==> src/rtl/gpu_cmdserializer.sv <==
// GP0 command serializer: captures one primitive description and
// streams it out as 32-bit GP0 words over a valid/ready handshake.
module gpu_cmdserializer #(
  parameter bit ALLOW_RAW_TEX = 1'b1,
  parameter bit FILL_ALIGN    = 1'b1
) (
  input  logic        i_clk,
  input  logic        i_rst,
  input  logic        i_start,
  input  logic [7:0]  i_command,
  input  logic [43:0] i_x,
  input  logic [43:0] i_y,
  input  logic [95:0] i_rgb,
  input  logic [63:0] i_uv,
  input  logic [15:0] i_clut,
  input  logic [15:0] i_tpage,
  input  logic [9:0]  i_width,
  input  logic [8:0]  i_height,
  output logic        o_validData,
  output logic [31:0] o_data,
  input  logic        i_ready,
  output logic        o_busy,
  output logic        o_done,
  output logic        o_error
);

  typedef enum logic [2:0] {
    S_IDLE,
    S_CMD,
    S_COLOR,
    S_VERTEX,
    S_UV,
    S_SIZE
  } state_t;

  state_t      state;
  state_t      nState;
  logic [1:0]  v;
  logic [1:0]  nV;
  logic        lastWord;
  logic [31:0] nWord;

  logic        startPoly;
  logic        startRect;
  logic        startFill;
  logic        startOk;
  logic [7:0]  cmdEff;

  logic [7:0]  cmdR;
  logic [10:0] xA   [4];
  logic [10:0] yA   [4];
  logic [23:0] rgbA [4];
  logic [15:0] uvA  [4];
  logic [15:0] clutR;
  logic [15:0] tpageR;
  logic [9:0]  widthR;
  logic [8:0]  heightR;
  logic        isPoly;
  logic        isFill;
  logic        gourR;
  logic        quadR;
  logic        texR;
  logic        sizeR;

  logic [10:0] vx;
  logic [10:0] vy;
  logic [15:0] hi16;
  logic [1:0]  lastV;

  assign startPoly = (i_command[7:5] == 3'b001);
  assign startRect = (i_command[7:5] == 3'b011);
  assign startFill = (i_command == 8'h02);
  assign startOk   = startPoly | startRect | startFill;
  assign cmdEff    = ALLOW_RAW_TEX ? i_command
                                   : {i_command[7:1], 1'b0};
  assign lastV     = quadR ? 2'd3 : 2'd2;

  // Latch the primitive description when a supported command starts.
  always_ff @(posedge i_clk or posedge i_rst) begin
    if (i_rst) begin
      cmdR    <= 8'h00;
      clutR   <= 16'h0000;
      tpageR  <= 16'h0000;
      widthR  <= 10'd0;
      heightR <= 9'd0;
      isPoly  <= 1'b0;
      isFill  <= 1'b0;
      gourR   <= 1'b0;
      quadR   <= 1'b0;
      texR    <= 1'b0;
      sizeR   <= 1'b0;
      for (int n = 0; n < 4; n++) begin
        xA[n]   <= 11'd0;
        yA[n]   <= 11'd0;
        rgbA[n] <= 24'd0;
        uvA[n]  <= 16'd0;
      end
    end else if (state == S_IDLE && i_start && startOk) begin
      cmdR    <= cmdEff;
      clutR   <= i_clut;
      tpageR  <= i_tpage;
      widthR  <= i_width;
      heightR <= i_height;
      isPoly  <= startPoly;
      isFill  <= startFill;
      gourR   <= startPoly & i_command[4];
      quadR   <= startPoly & i_command[3];
      texR    <= ~startFill & i_command[2];
      sizeR   <= startFill |
                 (startRect & (i_command[4:3] == 2'b00));
      for (int n = 0; n < 4; n++) begin
        xA[n]   <= i_x[11*n +: 11];
        yA[n]   <= i_y[11*n +: 11];
        rgbA[n] <= i_rgb[24*n +: 24];
        uvA[n]  <= i_uv[16*n +: 16];
      end
    end
  end

  // Successor word after the current one is accepted.
  always_comb begin
    nState   = state;
    nV       = v;
    lastWord = 1'b0;
    unique case (state)
      S_CMD: begin
        nState = S_VERTEX;
        nV     = 2'd0;
      end
      S_COLOR: nState = S_VERTEX;
      S_VERTEX, S_UV: begin
        if (state == S_VERTEX && texR) begin
          nState = S_UV;
        end else if (isPoly) begin
          if (v == lastV) begin
            lastWord = 1'b1;
          end else begin
            nV     = v + 2'd1;
            nState = gourR ? S_COLOR : S_VERTEX;
          end
        end else if (sizeR) begin
          nState = S_SIZE;
        end else begin
          lastWord = 1'b1;
        end
      end
      S_SIZE: lastWord = 1'b1;
      default: nState = S_IDLE;
    endcase
  end

  // Format the GP0 word for the successor state and vertex.
  always_comb begin
    vx = xA[nV];
    vy = yA[nV];
    if (FILL_ALIGN && isFill) vx[3:0] = 4'h0;
    hi16 = 16'h0000;
    if (nV == 2'd0) hi16 = clutR;
    else if (nV == 2'd1) hi16 = tpageR;
    nWord = 32'h0000_0000;
    unique case (nState)
      S_COLOR:  nWord = {8'h00, rgbA[nV]};
      S_VERTEX: nWord = {{5{vy[10]}}, vy, {5{vx[10]}}, vx};
      S_UV:     nWord = {hi16, uvA[nV]};
      S_SIZE:   nWord = {7'd0, heightR, 6'd0, widthR};
      S_CMD:    nWord = {cmdR, rgbA[0]};
      default:  nWord = 32'h0000_0000;
    endcase
  end

  // Sequencer with registered handshake and status outputs.
  always_ff @(posedge i_clk or posedge i_rst) begin
    if (i_rst) begin
      state       <= S_IDLE;
      v           <= 2'd0;
      o_validData <= 1'b0;
      o_data      <= 32'h0000_0000;
      o_busy      <= 1'b0;
      o_done      <= 1'b0;
      o_error     <= 1'b0;
    end else begin
      o_done  <= 1'b0;
      o_error <= 1'b0;
      if (state == S_IDLE) begin
        if (i_start) begin
          if (startOk) begin
            state       <= S_CMD;
            v           <= 2'd0;
            o_validData <= 1'b1;
            o_busy      <= 1'b1;
            o_data      <= {cmdEff, i_rgb[23:0]};
          end else begin
            o_error <= 1'b1;
          end
        end
      end else if (o_validData && i_ready) begin
        if (lastWord) begin
          state       <= S_IDLE;
          v           <= 2'd0;
          o_validData <= 1'b0;
          o_busy      <= 1'b0;
          o_done      <= 1'b1;
          o_data      <= 32'h0000_0000;
        end else begin
          state  <= nState;
          v      <= nV;
          o_data <= nWord;
        end
      end
    end
  end

endmodule

==> config.mk <==
export PLATFORM = sky130hd
export DESIGN_NAME = gpu_cmdserializer
export DESIGN_NICKNAME = d
export VERILOG_FILES = /design/src/rtl/gpu_cmdserializer.sv
export SDC_FILE = /design/constraint.sdc
export NUM_CORES = 1
export LEC_CHECK = 0
export ABC_AREA = 1
export BUFFER_PORTS_ARGS = -buffer_cell sky130_fd_sc_hd__buf_2
export CAP_MARGIN = 20
export CORE_MARGIN = 2
export CORE_UTILIZATION = 50
export DETAILED_ROUTE_END_ITERATION = 6
export GPL_TIMING_DRIVEN = 0
export PLACE_DENSITY_LB_ADDON = 0.2
export SYNTH_ARGS = -nofsm -noshare
export SYNTH_HDL_FRONTEND = slang
export SYNTH_SLANG_ARGS = --single-unit
export TNS_END_PERCENT = 50
==> constraint.sdc <==
create_clock -name i_clk -period 13.5 [get_ports i_clk]
set_clock_uncertainty 0.2 [all_clocks]
set_input_delay 4.05 -clock i_clk [delete_from_list [all_inputs] [get_ports i_clk]]
set_output_delay 4.05 -clock i_clk [all_outputs]
set_load 0.05 [all_outputs]
==> run metrics <==
Adder-Cell Fraction of Synth Area 0%; fillers 3019; first-iteration detailed-routing DRC count 1460; Fin Setup TNS 0 ns; Reg power frac 48.6%; f_max approximately 160 MHz; CTS tree yes; max_cap viols 0; required time worst endpoint 13.67 ns; Clk pwr share between 40% and 50%; number of global-route vias before repair 16.5k; Vias roughly 17k; final-report setup violation count 0; H-tree depth 2; Main synth FF type dfrtp_1; Clk pin slew, worst setup/hold paths 0.06 ns; fin. max-slew vios 0; Initial Util roughly half; row cnt 66; hold path depth 2; Congestion Overflow GR 0; compound-gate portion of the synthesized area 9.39%; final net count 2970; root buf cell clkbuf_16; Gate power share 3.9%; synth warn 0; flops & latches, synth 345; number of flops mapped to enable cells by yosys 0; core area roughly 0.033 sq mm; Final Total Pwr around 2.1 mW; chip height 187 um; R2R Path End uvA[44]; Worst-Margin Slew 0.743 ns; worst-case reg-to-reg path depth 11; GPL Wtd Cong around 0.97; register area share after synthesis 51.7%; Final Util 62.3%; asr flop ratio synth 100%; CP Launch Type input pin; register area 0.00863 sq mm; synth unique cells 25; P_int 1.67 mW; crit path capture type register; Port Buffer Count between 300 and 400; Routed WL per cell ~19 um; footprint of the multi-input gates 0.00666 sq mm; Post-Synthesis Cell Area 0.0167 sq mm; Mapped Cells 2263; type of the most critical hold path reg -> reg; critical path fanouts, max 10; Routed Antenna Nets 0; status finished, final reports clean; r2r setup slk 10.00 ns; I/O Pins 347; PD cells 104 mW/mm^2; largest net degree at the start of global routing 44; final hold vios 0; drt total wl about 59 mm; Via density 5.38; total die area 0.0349 sq mm; Lkg Pwr 11.2 nW; die width 187 um; Resized cells post-CTS 0; area grow syn2layout 22.0%; RSZ-0062 raised after global routing no; clock latency on the worst-skew pair around 0.53 ns; WP data arrival roughly 6.6 ns; largest family of logic cells by synthesized area simple AND/OR/NAND/NOR gates; FF-to-FF Start state[0]; Post-Syn Nets between 2k and 3k; hold path endpoint tpageR[5]; worst slack at placement 6.62 ns; minimum clock period 6.43 ns; post-CTS setup repair buffer count 0; initial antenna violation count 1; CTS hold repair buffers 0; P_sw 457 uW; Sw Share around 22%; worst vdd ir 0.0773 mV; hold path startpoint tpageR[5]; fraction of layout cells with a size suffix above 1 between 10% and 20%; Crit Path Category in -> reg; Tcrit/Tclk final 47.6%; Slew Limit Headroom roughly half; Synth Area per Inst 7.38 sq um; DRT Pass-1 Iters 5; Final WS setup 7.07 ns; simple-gate share of the synthesized area 30.5%; first-pass GRT wire length 91.0 mm; DRC viols 0; final hold slack around 0.28 ns; Total GRT Usage 34.0%; Clock Sink Count 345; Synth Area in XOR/XNOR 0%; multiplexer share of the synthesized area 0%; detailed placer's ending HPWL 46.1 mm; TritonCTS Buffers 39; Clock Tree Buf Depth 3
[final cells by class]
cell class	instances	area share [%]
Sequential cell	345	42.4
Multi-Input combinational cell	1576	32.7
Timing Repair Buffer	355	9.39
Clock buffer	64	5.85
Inverter	201	3.72
Buffer	141	3.16
Tap cell	442	2.72
Clock inverter	1	0.0430
Antenna cell	3	0.0369
[cell usage in the layout, fill, tap and decap left out, types with 3 or more instances in the layout]
| master | Yosys | routed |
|---|---|---|
| clkbuf_8 | 0 | 8 |
| nand4_1 | 61 | 61 |
| buf_4 | 8 | 8 |
| nand2_2 | 3 | 3 |
| o21ai_1 | 26 | 26 |
| dfrtp_1 | 345 | 345 |
| clkbuf_1 | 61 | 76 |
| a21oi_1 | 73 | 73 |
| nor2_2 | 4 | 4 |
| inv_2 | 5 | 5 |
| clkbuf_16 | 0 | 41 |
| o22ai_1 | 10 | 10 |
| buf_2 | 62 | 408 |
| o21ai_0 | 196 | 196 |
| buf_1 | 9 | 9 |
| buf_12 | 0 | 9 |
| nand2_1 | 1031 | 1031 |
| nor2_1 | 55 | 55 |
| nand3_1 | 107 | 107 |
| inv_1 | 196 | 195 |
| diode_2 | 0 | 3 |
[power by group through the flow]
stage | sequential, mW | combinational, mW | clock, mW
3_3_place_gp | 1.05 | 0.0755 | 0
4_1_cts | 1.03 | 0.0831 | 1.02
3_5_place_dp | 1.05 | 0.0827 | 0
2_1_floorplan | 1.05 | 0.0159 | 0
6_report | 1.03 | 0.0826 | 1.01
5_1_grt | 1.03 | 0.0904 | 1.06
[logic make-up (layout without fill, tap and decap cells)]
family,after synthesis,in the layout
buffers and inverters,342,762
other,0,3
AOI/OAI and AO/OA,309,309
and+or+nand+nor,1267,1267
DFF,345,345
[worst max path at each step]
stage	from	endpoint	slack [ns]	cells after the start
global route	i_command[2]	uvA[10]	6.95	10
detailed placement	i_command[2]	uvA[19]	6.62	10
global placement	i_rst	o_data[2]	2.67	2
finish	i_command[2]	uvA[44]	7.07	10
CTS	i_command[2]	uvA[19]	7.17	10
floorplan	i_rst	clutR[0]	4.63	1
[cell usage after synthesis, types with 2 or more instances]
master	number	area share, %
a21oi_1	73	2.2
buf_2	62	1.9
a31oi_1	2	0.075
buf_1	9	0.20
o21ai_1	26	0.78
nand3_1	107	3.2
nand2_1	1031	23
dfrtp_1	345	52
nand2_2	3	0.11
nand3_2	2	0.12
inv_1	196	4.4
nor2_2	4	0.15
o22ai_1	10	0.37
nor2_1	55	1.2
clkbuf_1	61	1.4
nand4_1	61	2.3
inv_2	5	0.11
nor3_1	2	0.060
buf_4	8	0.36
o21ai_0	196	5.9
[sequential cells by signal, summed over array words and instances, names as in the netlist, 2 cells and up]
signal   flops
rgbA        96
uvA         64
xA          44
yA          44
o_data      32
clutR       16
tpageR      16
widthR      10
heightR      9
state        3
v            2
[worst max-delay path, stage by stage]
cell	delay (ns)
buf_2	0.12
nor4_1	0.31
nand4_1	0.20
o21ai_0	0.17
nand2_2	0.32
inv_1	0.21
buf_2	0.27
buf_2	0.28
clkbuf_1	0.49
o21ai_0	0.18
[routing by layer]
layer | vias up | share of wire [%] | track usage [%]
met5 | - | 0 | 0
met4 | 0 | 5.5 | 17.8
met3 | 155 | 8.1 | 5.51
met2 | 819 | 46 | 55.0
met1 | 7984 | 40 | 44.3
li1 | 7879 | - | -
[stage by stage]
stage               area [sq um]  instances
floorplan                  16700       2263
global placement           19000       3051
detailed placement         19200       3060
CTS                        20400       3125
global route               20400       3125
finish                     20400       3128
No activity file was read; power rests on OpenSTA's default activity.
